--- src/rtl/usb_tx_pkg.sv ---
// Shared types and constants for the USB full-speed TX sequencer.
// Optional TX_UNDERRUN_ABORT_EN is consumed by usb_tx_sequencer.
package usb_tx_pkg;

    typedef enum logic [2:0] {
        S_IDLE,
        S_LOAD,
        S_SHIFT,
        S_STUFF,
        S_EOP_SE0,
        S_EOP_J,
        S_DONE
    } tx_state_t;

    localparam int EOP_SE0_BITS = 2;
    localparam int EOP_J_BITS   = 1;
    localparam int BYTE_BITS    = 8;

endpackage

--- src/rtl/usb_tx_bit_timer.sv ---
// Bit-time counter: counts 1..BIT_CLKS while enabled and strobes on
// the last clock of each bit time; clear restarts a bit time at 1.
module usb_tx_bit_timer #(
    parameter int BIT_CLKS = 8
) (
    input  logic clk,
    input  logic n_rst,
    input  logic clr,
    input  logic en,
    output logic bit_strobe
);

    logic [3:0] cnt_q;

    assign bit_strobe = (cnt_q == 4'(BIT_CLKS));

    always_ff @(posedge clk or negedge n_rst) begin
        if (!n_rst) begin
            cnt_q <= 4'd0;
        end else if (clr) begin
            cnt_q <= 4'd1;
        end else if (en) begin
            cnt_q <= bit_strobe ? 4'd1 : cnt_q + 4'd1;
        end else begin
            cnt_q <= 4'd0;
        end
    end

endmodule

--- src/rtl/usb_tx_sequencer.sv ---
// USB FS transmit sequencer: byte fetch, LSB-first serialisation, stall
// bits and EOP. Define TX_UNDERRUN_ABORT_EN to flag underruns on tx_error.
module usb_tx_sequencer
    import usb_tx_pkg::*;
#(
    parameter int BIT_CLKS = 8
) (
    input  logic       clk,
    input  logic       n_rst,
    input  logic       tx_start,
    input  logic [7:0] byte_data,
    input  logic       byte_valid,
    input  logic       byte_last,
    output logic       byte_ready,
    input  logic       stuff_req,
    output logic       tx_bit,
    output logic       se0,
    output logic       bit_strobe,
    output logic       tx_busy,
    output logic       tx_done,
    output logic       tx_error
);

    tx_state_t  state_q, state_d;
    logic [7:0] shift_q, shift_d;
    logic [2:0] idx_q, idx_d;
    logic       last_q, last_d;
    logic [7:0] stg_data_q, stg_data_d;
    logic       stg_last_q, stg_last_d;
    logic       stg_valid_q, stg_valid_d;
    logic [1:0] eop_cnt_q, eop_cnt_d;
    logic [1:0] se0_bits_q, se0_bits_d;
    logic       tmr_clr, tmr_en;
    logic       prefetch, accept, advance, in_bit;
    logic       underrun;

    usb_tx_bit_timer #(.BIT_CLKS(BIT_CLKS)) u_timer (
        .clk       (clk),
        .n_rst     (n_rst),
        .clr       (tmr_clr),
        .en        (tmr_en),
        .bit_strobe(bit_strobe)
    );

    assign in_bit   = (state_q == S_SHIFT) || (state_q == S_STUFF);
    assign tmr_en   = in_bit || (state_q == S_EOP_SE0)
                      || (state_q == S_EOP_J);
    assign prefetch = in_bit && (idx_q == 3'(BYTE_BITS - 1))
                      && !last_q && !stg_valid_q;
    assign byte_ready = (state_q == S_LOAD) || prefetch;
    assign accept     = byte_ready && byte_valid;
    // A stuff bit finishes like an ordinary data bit would have.
    assign advance = bit_strobe
                     && ((state_q == S_STUFF)
                         || ((state_q == S_SHIFT) && !stuff_req));

    always_comb begin
        state_d     = state_q;
        shift_d     = shift_q;
        idx_d       = idx_q;
        last_d      = last_q;
        stg_data_d  = stg_data_q;
        stg_last_d  = stg_last_q;
        stg_valid_d = stg_valid_q;
        eop_cnt_d   = eop_cnt_q;
        se0_bits_d  = se0_bits_q;
        tmr_clr     = 1'b0;
        underrun    = 1'b0;
        if (prefetch && accept) begin
            stg_data_d  = byte_data;
            stg_last_d  = byte_last;
            stg_valid_d = 1'b1;
        end
        unique case (state_q)
            S_IDLE: begin
                if (tx_start) state_d = S_LOAD;
            end
            S_LOAD: begin
                if (accept) begin
                    shift_d = byte_data;
                    last_d  = byte_last;
                    idx_d   = 3'd0;
                    tmr_clr = 1'b1;
                    state_d = S_SHIFT;
                end
            end
            S_SHIFT, S_STUFF: begin
                if (bit_strobe && state_q == S_SHIFT && stuff_req) begin
                    state_d = S_STUFF;
                end else if (advance) begin
                    state_d = S_SHIFT;
                    if (idx_q != 3'(BYTE_BITS - 1)) begin
                        shift_d = shift_q >> 1;
                        idx_d   = idx_q + 3'd1;
                    end else if (last_q) begin
                        state_d    = S_EOP_SE0;
                        eop_cnt_d  = 2'd0;
                        se0_bits_d = 2'(EOP_SE0_BITS);
                    end else if (stg_valid_q) begin
                        shift_d     = stg_data_q;
                        last_d      = stg_last_q;
                        idx_d       = 3'd0;
                        stg_valid_d = 1'b0;
                    end else if (accept) begin
                        // Byte arriving on the boundary strobe bypasses staging.
                        shift_d     = byte_data;
                        last_d      = byte_last;
                        idx_d       = 3'd0;
                        stg_valid_d = 1'b0;
                    end else begin
                        underrun  = 1'b1;
                        state_d   = S_EOP_SE0;
                        eop_cnt_d = 2'd0;
`ifdef TX_UNDERRUN_ABORT_EN
                        se0_bits_d = 2'd1;
`else
                        se0_bits_d = 2'(EOP_SE0_BITS);
`endif
                    end
                end
            end
            S_EOP_SE0: begin
                if (bit_strobe) begin
                    if (eop_cnt_q == se0_bits_q - 2'd1) begin
                        state_d   = S_EOP_J;
                        eop_cnt_d = 2'd0;
                    end else begin
                        eop_cnt_d = eop_cnt_q + 2'd1;
                    end
                end
            end
            S_EOP_J: begin
                if (bit_strobe) begin
                    if (eop_cnt_q == 2'(EOP_J_BITS - 1)) begin
                        state_d = S_DONE;
                    end else begin
                        eop_cnt_d = eop_cnt_q + 2'd1;
                    end
                end
            end
            S_DONE: state_d = S_IDLE;
            default: state_d = S_IDLE;
        endcase
    end

    always_ff @(posedge clk or negedge n_rst) begin
        if (!n_rst) begin
            state_q     <= S_IDLE;
            shift_q     <= 8'h00;
            idx_q       <= 3'd0;
            last_q      <= 1'b0;
            stg_data_q  <= 8'h00;
            stg_last_q  <= 1'b0;
            stg_valid_q <= 1'b0;
            eop_cnt_q   <= 2'd0;
            se0_bits_q  <= 2'(EOP_SE0_BITS);
        end else begin
            state_q     <= state_d;
            shift_q     <= shift_d;
            idx_q       <= idx_d;
            last_q      <= last_d;
            stg_data_q  <= stg_data_d;
            stg_last_q  <= stg_last_d;
            stg_valid_q <= stg_valid_d;
            eop_cnt_q   <= eop_cnt_d;
            se0_bits_q  <= se0_bits_d;
        end
    end

    always_comb begin
        tx_bit = 1'b1;
        unique case (1'b1)
            (state_q == S_SHIFT):   tx_bit = shift_q[0];
            (state_q == S_STUFF):   tx_bit = 1'b0;
            (state_q == S_EOP_SE0): tx_bit = 1'b0;
            default:                tx_bit = 1'b1;
        endcase
    end

    assign se0     = (state_q == S_EOP_SE0);
    assign tx_busy = (state_q != S_IDLE) && (state_q != S_DONE);
    assign tx_done = (state_q == S_DONE);

`ifdef TX_UNDERRUN_ABORT_EN
    assign tx_error = underrun;
`else
    assign tx_error = 1'b0;
    logic unused_underrun;
    assign unused_underrun = underrun;
`endif

endmodule

--- config.mk ---
export PLATFORM = sky130hd
export DESIGN_NAME = usb_tx_sequencer
export DESIGN_NICKNAME = d
export VERILOG_FILES = /design/src/rtl/usb_tx_pkg.sv /design/src/rtl/usb_tx_bit_timer.sv /design/src/rtl/usb_tx_sequencer.sv
export SDC_FILE = /design/constraint.sdc
export NUM_CORES = 1
export LEC_CHECK = 0
export ABC_AREA = 1
export CAP_MARGIN = 20
export CORE_MARGIN = 10
export CORE_UTILIZATION = 45
export DETAILED_ROUTE_END_ITERATION = 10
export HOLD_SLACK_MARGIN = 0.06
export PLACE_DENSITY = 0.71
export SKIP_LAST_GASP = 1
export SLEW_MARGIN = 10
export SYNTH_ARGS = -nofsm -noshare
export SYNTH_HDL_FRONTEND = slang
export SYNTH_SLANG_ARGS = --single-unit
export TNS_END_PERCENT = 5
--- constraint.sdc ---
create_clock -name clk -period 2.4 [get_ports clk]
set_input_delay 0.36 -clock clk [delete_from_list [all_inputs] [get_ports clk]]
set_output_delay 0.36 -clock clk [all_outputs]
set_load 0.02 [all_outputs]
# After elaboration in Yosys (flattened, before gate mapping)
# Index checks and enable logic that the tools add are counted.
# classes
add_sub_neg	4
eq_ne	27
mux	63
bitwise_logic	2
n_reduce_logical	30
# op_table
op	count
two-way mux 3 bit	18
two-way mux 8 bit	6
two-way mux 2 bit	13
inequality test 2 bit (second input constant)	9
inequality test 3 bit (second input constant)	6
two-way mux 1 bit	17
case mux 8 bit (2 select lines)	1
case mux 3 bit (5 select lines)	1
equality test 3 bit (second input constant)	4
two-way mux 4 bit	3
logical AND 1 bit	10
AND reduction 9 bit	1
AND reduction 7 bit	1
equality test 3 x 2 -> 1 bit (second input constant)	2
inequality test 2 x 1 -> 1 bit (second input constant)	3
case mux 2 bit (3 select lines)	1
case mux 3 bit (2 select lines)	1
AND reduction 6 bit	1
nonzero test 3 bit	2
logical OR 1 bit	5
AND reduction 5 bit	1
adder 4 x 1 -> 4 bit (second input constant)	1
equality test 4 bit (second input constant)	1
case mux 1 bit (2 select lines)	2
12 further kinds	16
# word_totals
ff_bits	33

# Logic depth before layout (Yosys ltp)
# Gate-level depths: netlist (run 1).
# logic_depth
word_depth	16
mapped_depth	13
ltp_nobuf	13

# Modules after synthesis
# Synthesis (run 1) repeated with hierarchy kept, for this count alone.
# hier_totals
hier_cells	317
area_unflattened_um2	2263.4
# by_module_without_submodules
mod	instances	cells_per_inst	area_each_um2
usb_tx_sequencer	1	290	2028.2
usb_tx_bit_timer	1	27	235.2

# Worst setup path before layout (run 1)
# OpenSTA, ideal clock, no wires.
# synth_path
kind	reg-to-reg
startpoint	register u_timer.cnt_q[0]
endpoint	register shift_q[0]
setup_ns	0.124
arrival_ns	1.653
required_time_ns	2.276
path_slack_ns	0.623
path_stages_with_launch	14
n_path_buf	0
synth_period_minus_slack_ns	1.777
path_cell_list	dfrtp_1 > inv_1 > ha_1 > nand2_2 > nor2_4 > inv_2 > nor2_2 > nand2_1 > nand2_1 > nand2_2 > nor2_4 > nand2_4 > nand2_1 > nand3_1
# synth_between
elab_chain_len	5
elab_cells_between_ends	7
classes_between	eq/ne: 3; reduce/logical: 4
# synth_rtl
element	line_no	source
start, declared	usb_tx_bit_timer.sv:13	logic [3:0] cnt_q;
start signal, assigned	usb_tx_bit_timer.sv:23	cnt_q <= bit_strobe ? 4'd1 : cnt_q + 4'd1;
equality test 4 bit (*)	usb_tx_bit_timer.sv:15	assign bit_strobe = (cnt_q == 4'(BIT_CLKS));
via bit_strobe	usb_tx_sequencer.sv:18	output logic bit_strobe,
logical AND 1 bit (2 in a row)	usb_tx_sequencer.sv:88	if (bit_strobe && state_q == S_SHIFT && stuff_req) begin
inequality test 2 bit (no line)	n/a	
AND reduction 4 bit (no line) (*)	n/a	
end signal, assigned	usb_tx_sequencer.sv:159	shift_q <= shift_d;
end, declared	usb_tx_sequencer.sv:25	logic [7:0] shift_q, shift_d;
# The timed path passes the listed nets; every way through them passes the cells marked *.
# A chain may end at the register's enable or synchronous reset.

# Worst setup path after layout (run 1)
# layout_path
startpoint	register state_q[2]
endpoint	output byte_ready
# layout_between
elab_chain_len	6
elab_cells_between_ends	8
classes_between	eq/ne: 3; reduce/logical: 5
# layout_rtl
element	line_no	source
start, declared	usb_tx_sequencer.sv:24	tx_state_t state_q, state_d;
start signal, assigned	usb_tx_sequencer.sv:158	state_q <= state_d;
equality test 3 x 2 -> 1 bit	usb_tx_sequencer.sv:45	assign in_bit = (state_q == S_SHIFT) || (state_q == S_STUFF);
logical OR 1 bit	usb_tx_sequencer.sv:45	
logical AND 1 bit	usb_tx_sequencer.sv:48	assign prefetch = in_bit && (idx_q == 3'(BYTE_BITS - 1))
logical AND 1 bit (2 in a row)	usb_tx_sequencer.sv:49	&& !last_q && !stg_valid_q;
logical OR 1 bit (*)	usb_tx_sequencer.sv:50	assign byte_ready = (state_q == S_LOAD) || prefetch;
end, declared	usb_tx_sequencer.sv:14	output logic byte_ready,
# Mark *: on every way between the ends. The rest lies on a longest branch, timed or not.

==> flow_summary_export.csv, run 1 <==
group,metric,value,unit
sta,maxSlewHeadroom,66.5,%
sta,worst_clock_skew,0.992,ps
routing,dr.pass1.iters,4,
cts,clk_latency,280,ps
sta,slew_viol_final,0,
power,p_int,1.06,mW
setup_path,start_kind,"register",
sta,final_hold_viol_count,0,
setup_path,slowest_stage,"clkdlybuf4s50_1",
setup_path,path_cells,"nor2_4 -> nand4_1 -> nand2_2 -> clkdlybuf4s50_1",
setup_path,crit_family,"buffers and inverters",
sta,setup_viol,0,
place,hpwlAfterDp,2.98,mm
synth,synth-xor-area-share,0.963,%
routing,ant_nets,0,
global_routing,track_usage,12.2,%
routing,viasPerCell,5.12,
routing,routed-via-count,1603,
synth,ys_warn_count,0,
setup_path,crit_fanout,11,
power,clockPowerShare,26.4,%
place,gp_congestion,0.816,
setup_path,worstPathRequired,2040,ps
setup_path,critPathCaptureType,"primary output",
cts,h-tree-depth,2,
die,row_count,23,
routing,drc_errors,0,
finish,seq_area,776,µm²
finish,layout-drive-gt1-share,9.89,%
cts,cts_buffers,5,
power,power,1.71,mW
finish,diodes,0,
sta,fin_crit,2270,ps
setup_path,cpPeakStageDelay,620,ps
power,p_sw_share,37.7,%
finish,syn2layout_area_growth,18.9,%
global_routing,overflow,0,
setup_path,criticalPathCategory,"reg2out",
routing,routed_wl,4.01,mm
sta,rsz0062_at_grt,"no",
synth,avgSynthCellArea,7.61,µm²
cts,clkTransAtPathRegs,60,ps
power,switchingPower,0.644,mW
power,combPwrFrac,34.9,%
global_routing,antenna_found_initial,0,
synth,ys_ff_latch,31,
cts,post-cts-setup-buffers,0,
die,ioPinCount,21,
power,vdd_drop_max,0.369,mV
global_routing,grt_pass1_vias,1632,
cts,cts_tree,"yes",
power,power-per-cell-area,789,nW/µm²
sta,max_freq,0.440,GHz
global_routing,grt_max_degree,32,
die,core_area,3940,µm²
power,cellLeakagePower,1.09,nW
setup_path,worstPathArrival,1910,ps
synth,syn_area,1820,µm²
synth,synth_compound_area_share,9.83,%
finish,multi_input_area,900,µm²
place,io_buffers,19,
synth,synth_fp_nets,260,
synth,synth_cell_types,30,
status,status,"complete, no violations",
sta,fin_crit_sh,94.7,%
die,die_height,83.6,µm
synth,seq_area_frac_synth,42.6,%
power,power.share.sequential,38.7,%
sta,final.setup.tns,0,ps
synth,yosys.area_share.adder,4.81,%
finish,layout_common_cells,"nand2_1, nand3_1, dfrtp_1",
cts,cts_sinks,31,
finish,fillers,396,
finish,layout.nets,283,
synth,syn_inst,239,
cts,cts-resized-gates,0,
setup_path,worstPathBufferInverterCount,1,
finish,final_common_cell,"nand2_1",
routing,wl_per_cell,12.8,µm
synth,synthMuxAreaShare,0.619,%
cts,clockBufferDepth,2,
die,die_w,83.6,µm
die,dieArea,6990,µm²
routing,drtIter0Drc,81,
place,place_ws,427,ps
hold_path,min_path_type,"in2async",
die,initial_core_util,46.1,%
sta,setup_slack,128,ps
synth,synth-simple-area-share,33.0,%
cts,clock-root-buffer,"clkbuf_8",
synth,synth_top_family_by_area,"simple AND/OR/NAND/NOR gates",
cts,cts_hold_buf,0,
sta,tightest_slew,500,ps
global_routing,grt_pass1_wl,7.20,mm
job,maxCapViolations,0,
## stage by stage
step	hold slack (ps)	std cells	cell area [µm²]	utilization, %
final	469	313	2160	54.9
after global routing	507	313	2160	54.9
after CTS	483	313	2160	54.9
after detailed placement	467	305	2060	52.3
after global placement	460	305	2060	52.3
after floorplan	64.4	239	1820	-
## routing by layer
metal	global-route usage, %	up-vias	wire, µm
met2	19.9	33	1930
met5	0	-	0
met1	13.8	739	1810
li1	-	820	-
met3	4.39	11	176
met4	5.48	0	95
## area by class of cell
| class | count | area share (%) |
|---|---|---|
| repair buffers | 22 | 9.83 |
| inverters | 30 | 5.21 |
| multi-input cells | 172 | 41.6 |
| well taps | 50 | 2.89 |
| flip-flops and latches | 31 | 35.9 |
| clock buffers | 8 | 4.63 |
## registers in the layout, summed over array words and instances, names as in the netlist
name	count
state_q	3
last_q	1
shift_q	8
stg_data_q	8
stg_valid_q	1
idx_q	3
eop_cnt_q	2
u_timer.cnt_q	4
stg_last_q	1
## power by group through the flow
stage	registers (mW)	logic, mW	clock network [mW]
2_1_floorplan	0.641	0.448	0
5_1_grt	0.670	0.681	0.490
6_report	0.661	0.596	0.450
3_3_place_gp	0.667	0.586	0
3_5_place_dp	0.672	0.597	0
4_1_cts	0.662	0.600	0.463
## final timing paths
check / startpoint / end / slack (ps) / depth (start not counted)
max: state_q[2]$_DFFE_PN0P_ / byte_ready / 130 / 4
min: n_rst / u_timer.cnt_q[2]$_DFF_PN0_ / 470 / 2
max reg2reg: u_timer.cnt_q[0]$_DFF_PN0_ / shift_q[5]$_DFFE_PN0P_ / 450 / 13
min reg2reg: shift_q[1]$_DFFE_PN0P_ / shift_q[1]$_DFFE_PN0P_ / 480 / 2
max in group asynchronous: n_rst / stg_data_q[5]$_DFFE_PN0P_ / 1630 / 2
min in group clk: shift_q[1]$_DFFE_PN0P_ / shift_q[1]$_DFFE_PN0P_ / 480 / 2
## Yosys cell counts
library cell / count / share of area [%]
nand2_1: 62 / 13
nand3_1: 32 / 8.8
dfrtp_1: 31 / 43
inv_1: 27 / 5.6
o21ai_0: 20 / 5.5
nor2_1: 14 / 2.9
ha_1: 7 / 4.8
a21oi_1: 4 / 1.1
nand4_1: 4 / 1.4
clkbuf_1: 3 / 0.62
inv_2: 3 / 0.62
nand2_2: 3 / 1.0
nor2_4: 3 / 1.9
nor3_1: 3 / 0.83
o21ai_1: 3 / 0.83
buf_4: 2 / 0.83
nand2_4: 2 / 1.2
nor2_2: 2 / 0.69
o211ai_1: 2 / 0.83
xor2_1: 2 / 0.96
a22o_1: 1 / 0.48
a31oi_1: 1 / 0.34
buf_2: 1 / 0.27
conb_1: 1 / 0.21
mux2_2: 1 / 0.62
nand3_2: 1 / 0.55
nor3_2: 1 / 0.55
nor3b_1: 1 / 0.41
o21a_1: 1 / 0.41
o22ai_1: 1 / 0.34
## kinds of logic after synthesis
logic type / after synthesis
muxes: 1
AOI/OAI and AO/OA: 33
adders and majority gates: 7
xor gates and xnor gates: 2
DFF: 31
buffers and inverters: 36
other: 1
and+or+nand+nor: 128
No activity file was read; power rests on OpenSTA's default activity.
==> inputs of run 2 (changes only) <==
- RECOVER_POWER: default -> 100
==> run 2 against run 1 <==
Effect of this change:
- die area unchanged
- global-route usage unchanged
- final area down 1.0%
- combinational power down 3%
- fmax up 0.19%
- first-iteration DRC count unchanged
- clock skew about the same
- wire length down 0.80%
==> flow_summary_export.csv, run 2 (synthesis gave the netlist of run 1 again) <==
group,metric,value,unit
status,status,"complete, no violations",
setup_path,path_cells,"inv_1 -> nor2_4 -> nand4_1 -> nand2_2 -> clkdlybuf4s50_1",
setup_path,crit_family,"buffers and inverters",
global_routing,grt_pass1_vias,1632,
power,vdd_drop_max,0.369,mV
setup_path,worstPathBufferInverterCount,2,
global_routing,grt_pass1_wl,7.20,mm
cts,cts_buffers,5,
global_routing,antenna_found_initial,0,
place,hpwlAfterDp,2.98,mm
job,maxCapViolations,0,
setup_path,worstPathArrival,1910,ps
cts,cts_tree,"yes",
cts,cts_sinks,31,
sta,setup_viol,0,
power,clockPowerShare,26.6,%
routing,dr.pass1.iters,4,
setup_path,cpPeakStageDelay,610,ps
global_routing,grt_max_degree,32,
power,power.share.sequential,39.1,%
setup_path,crit_fanout,11,
cts,clockBufferDepth,2,
power,switchingPower,0.634,mW
finish,reg_top3,"shift_q x8, stg_data_q x8, u_timer.cnt_q x4",
sta,maxSlewHeadroom,47.2,%
setup_path,slowest_stage,"clkdlybuf4s50_1",
finish,layout-drive-gt1-share,8.37,%
place,dpl.cell_count,305,
die,die_w,83.6,µm
finish,diodes,0,
finish,final_common_cell,"nand2_1",
power,power-per-cell-area,790,nW/µm²
sta,setup_slack,132,ps
sta,max_freq,0.441,GHz
cts,cts_hold_buf,0,
routing,drtIter0Drc,81,
sta,final.setup.tns,0,ps
setup_path,criticalPathCategory,"reg2out",
cts,h-tree-depth,2,
finish,layout.nets,283,
sta,worst_clock_skew,1.00,ps
finish,layoutNonFillerInstCount,313,
power,cellLeakagePower,1.09,nW
sta,final_hold_viol_count,0,
place,place_area,2060,µm²
sta,fin_crit_sh,94.5,%
setup_path,worstPathRequired,2040,ps
sta,tightest_slew,792,ps
routing,ant_nets,0,
sta,hold_ws,481,ps
die,core_area,3940,µm²
finish,syn2layout_area_growth,17.7,%
global_routing,overflow,0,
cts,clk_latency,280,ps
routing,wl_per_cell,12.7,µm
die,row_count,23,
setup_path,start_kind,"register",
cts,cts-resized-gates,0,
routing,drc_errors,0,
die,initial_core_util,46.1,%
sta,slew_viol_final,0,
power,combPwrFrac,34.4,%
sta,fin_crit,2270,ps
die,ioPinCount,21,
finish,layout_common_cells,"nand2_1, nand3_1, dfrtp_1",
routing,routed_wl,3.98,mm
place,place_ws,427,ps
finish,fin_area,2140,µm²
routing,viasPerCell,5.14,
die,die_height,83.6,µm
sta,rsz0062_at_grt,"no",
place,gp_congestion,0.816,
setup_path,critPathCaptureType,"primary output",
cts,clock-root-buffer,"clkbuf_8",
power,p_int,1.06,mW
cts,post-cts-setup-buffers,0,
place,io_buffers,19,
cts,clkTransAtPathRegs,60,ps
power,p_sw_share,37.5,%
global_routing,track_usage,12.2,%
routing,routed-via-count,1609,
hold_path,min_path_type,"reg2reg",
die,dieArea,6990,µm²
run 2: changes by cell type in the layout (fill, tap and decap cells not counted):
cell	before	now
inv_1	27	28
nand2_4	2	1
nand2_1	62	63
nand3_1	32	33
nor2_4	3	2
inv_2	3	2
dlygate4sd3_1	0	4
buf_4	3	2
clkbuf_2	0	1
nor2_1	14	15
clkdlybuf4s50_1	19	15
nand3_2	1	0
run 2: stage by stage:
stage	total power, mW	utilization (%)
finish	1.69	54.3
global route	1.83	54.3
CTS	1.73	54.9
detailed placement	1.27	52.3
global placement	1.25	52.3
floorplan	1.09	-
run 2: layout make-up:
type / instances / area [µm²]
sequential: 31 / 776
fill: 400 / 1800
tap: 50 / 62.6
clock buffer: 8 / 100
multi-input combinational: 172 / 880
timing repair buffer: 22 / 210
inverter: 30 / 113
run 2: power by group through the flow:
stage | sequential (mW) | clock, mW | combinational, mW
2_1_floorplan | 0.641 | 0 | 0.448
3_3_place_gp | 0.667 | 0 | 0.586
3_5_place_dp | 0.672 | 0 | 0.597
4_1_cts | 0.662 | 0.463 | 0.600
5_1_grt | 0.669 | 0.490 | 0.667
6_report | 0.660 | 0.449 | 0.581
run 2: final timing paths:
check	start	end	slack, ps	cells after the start
min in group asynchronous	n_rst	u_timer.cnt_q[2]$_DFF_PN0_	680	2
max reg2reg	idx_q[0]$_DFFE_PN0P_	stg_last_q$_DFFE_PN0P_	290	6
min	shift_q[1]$_DFFE_PN0P_	shift_q[1]$_DFFE_PN0P_	480	2
max in group asynchronous	n_rst	stg_data_q[5]$_DFFE_PN0P_	1220	2
max	state_q[1]$_DFFE_PN0P_	byte_ready	130	5
min reg2reg	shift_q[1]$_DFFE_PN0P_	shift_q[1]$_DFFE_PN0P_	480	2
run 2: worst register-to-register path, stage by stage, from the launching register on:
cell and delay, ps:
dfrtp_1 380, ha_1 160, ha_1 210, inv_1 140, nor3_2 210, nand3_1 460
mux2_2 440
run 2: layer usage:
layer / vias up / track usage [%] / wire length [µm] / part of all wire, %
met5: - / 0 / 0 / 0
met1: 742 / 13.8 / 1800 / 45
met3: 11 / 4.39 / 178 / 4.5
met4: 0 / 5.48 / 96 / 2.4
li1: 822 / - / - / -
met2: 34 / 19.9 / 1910 / 48
==> inputs of run 3 (changes only) <==
- CTS_CLUSTER_DIAMETER: default -> 40
==> results of run 3 <==
The final DEF is identical to that of run 2; final timing and power are the same.
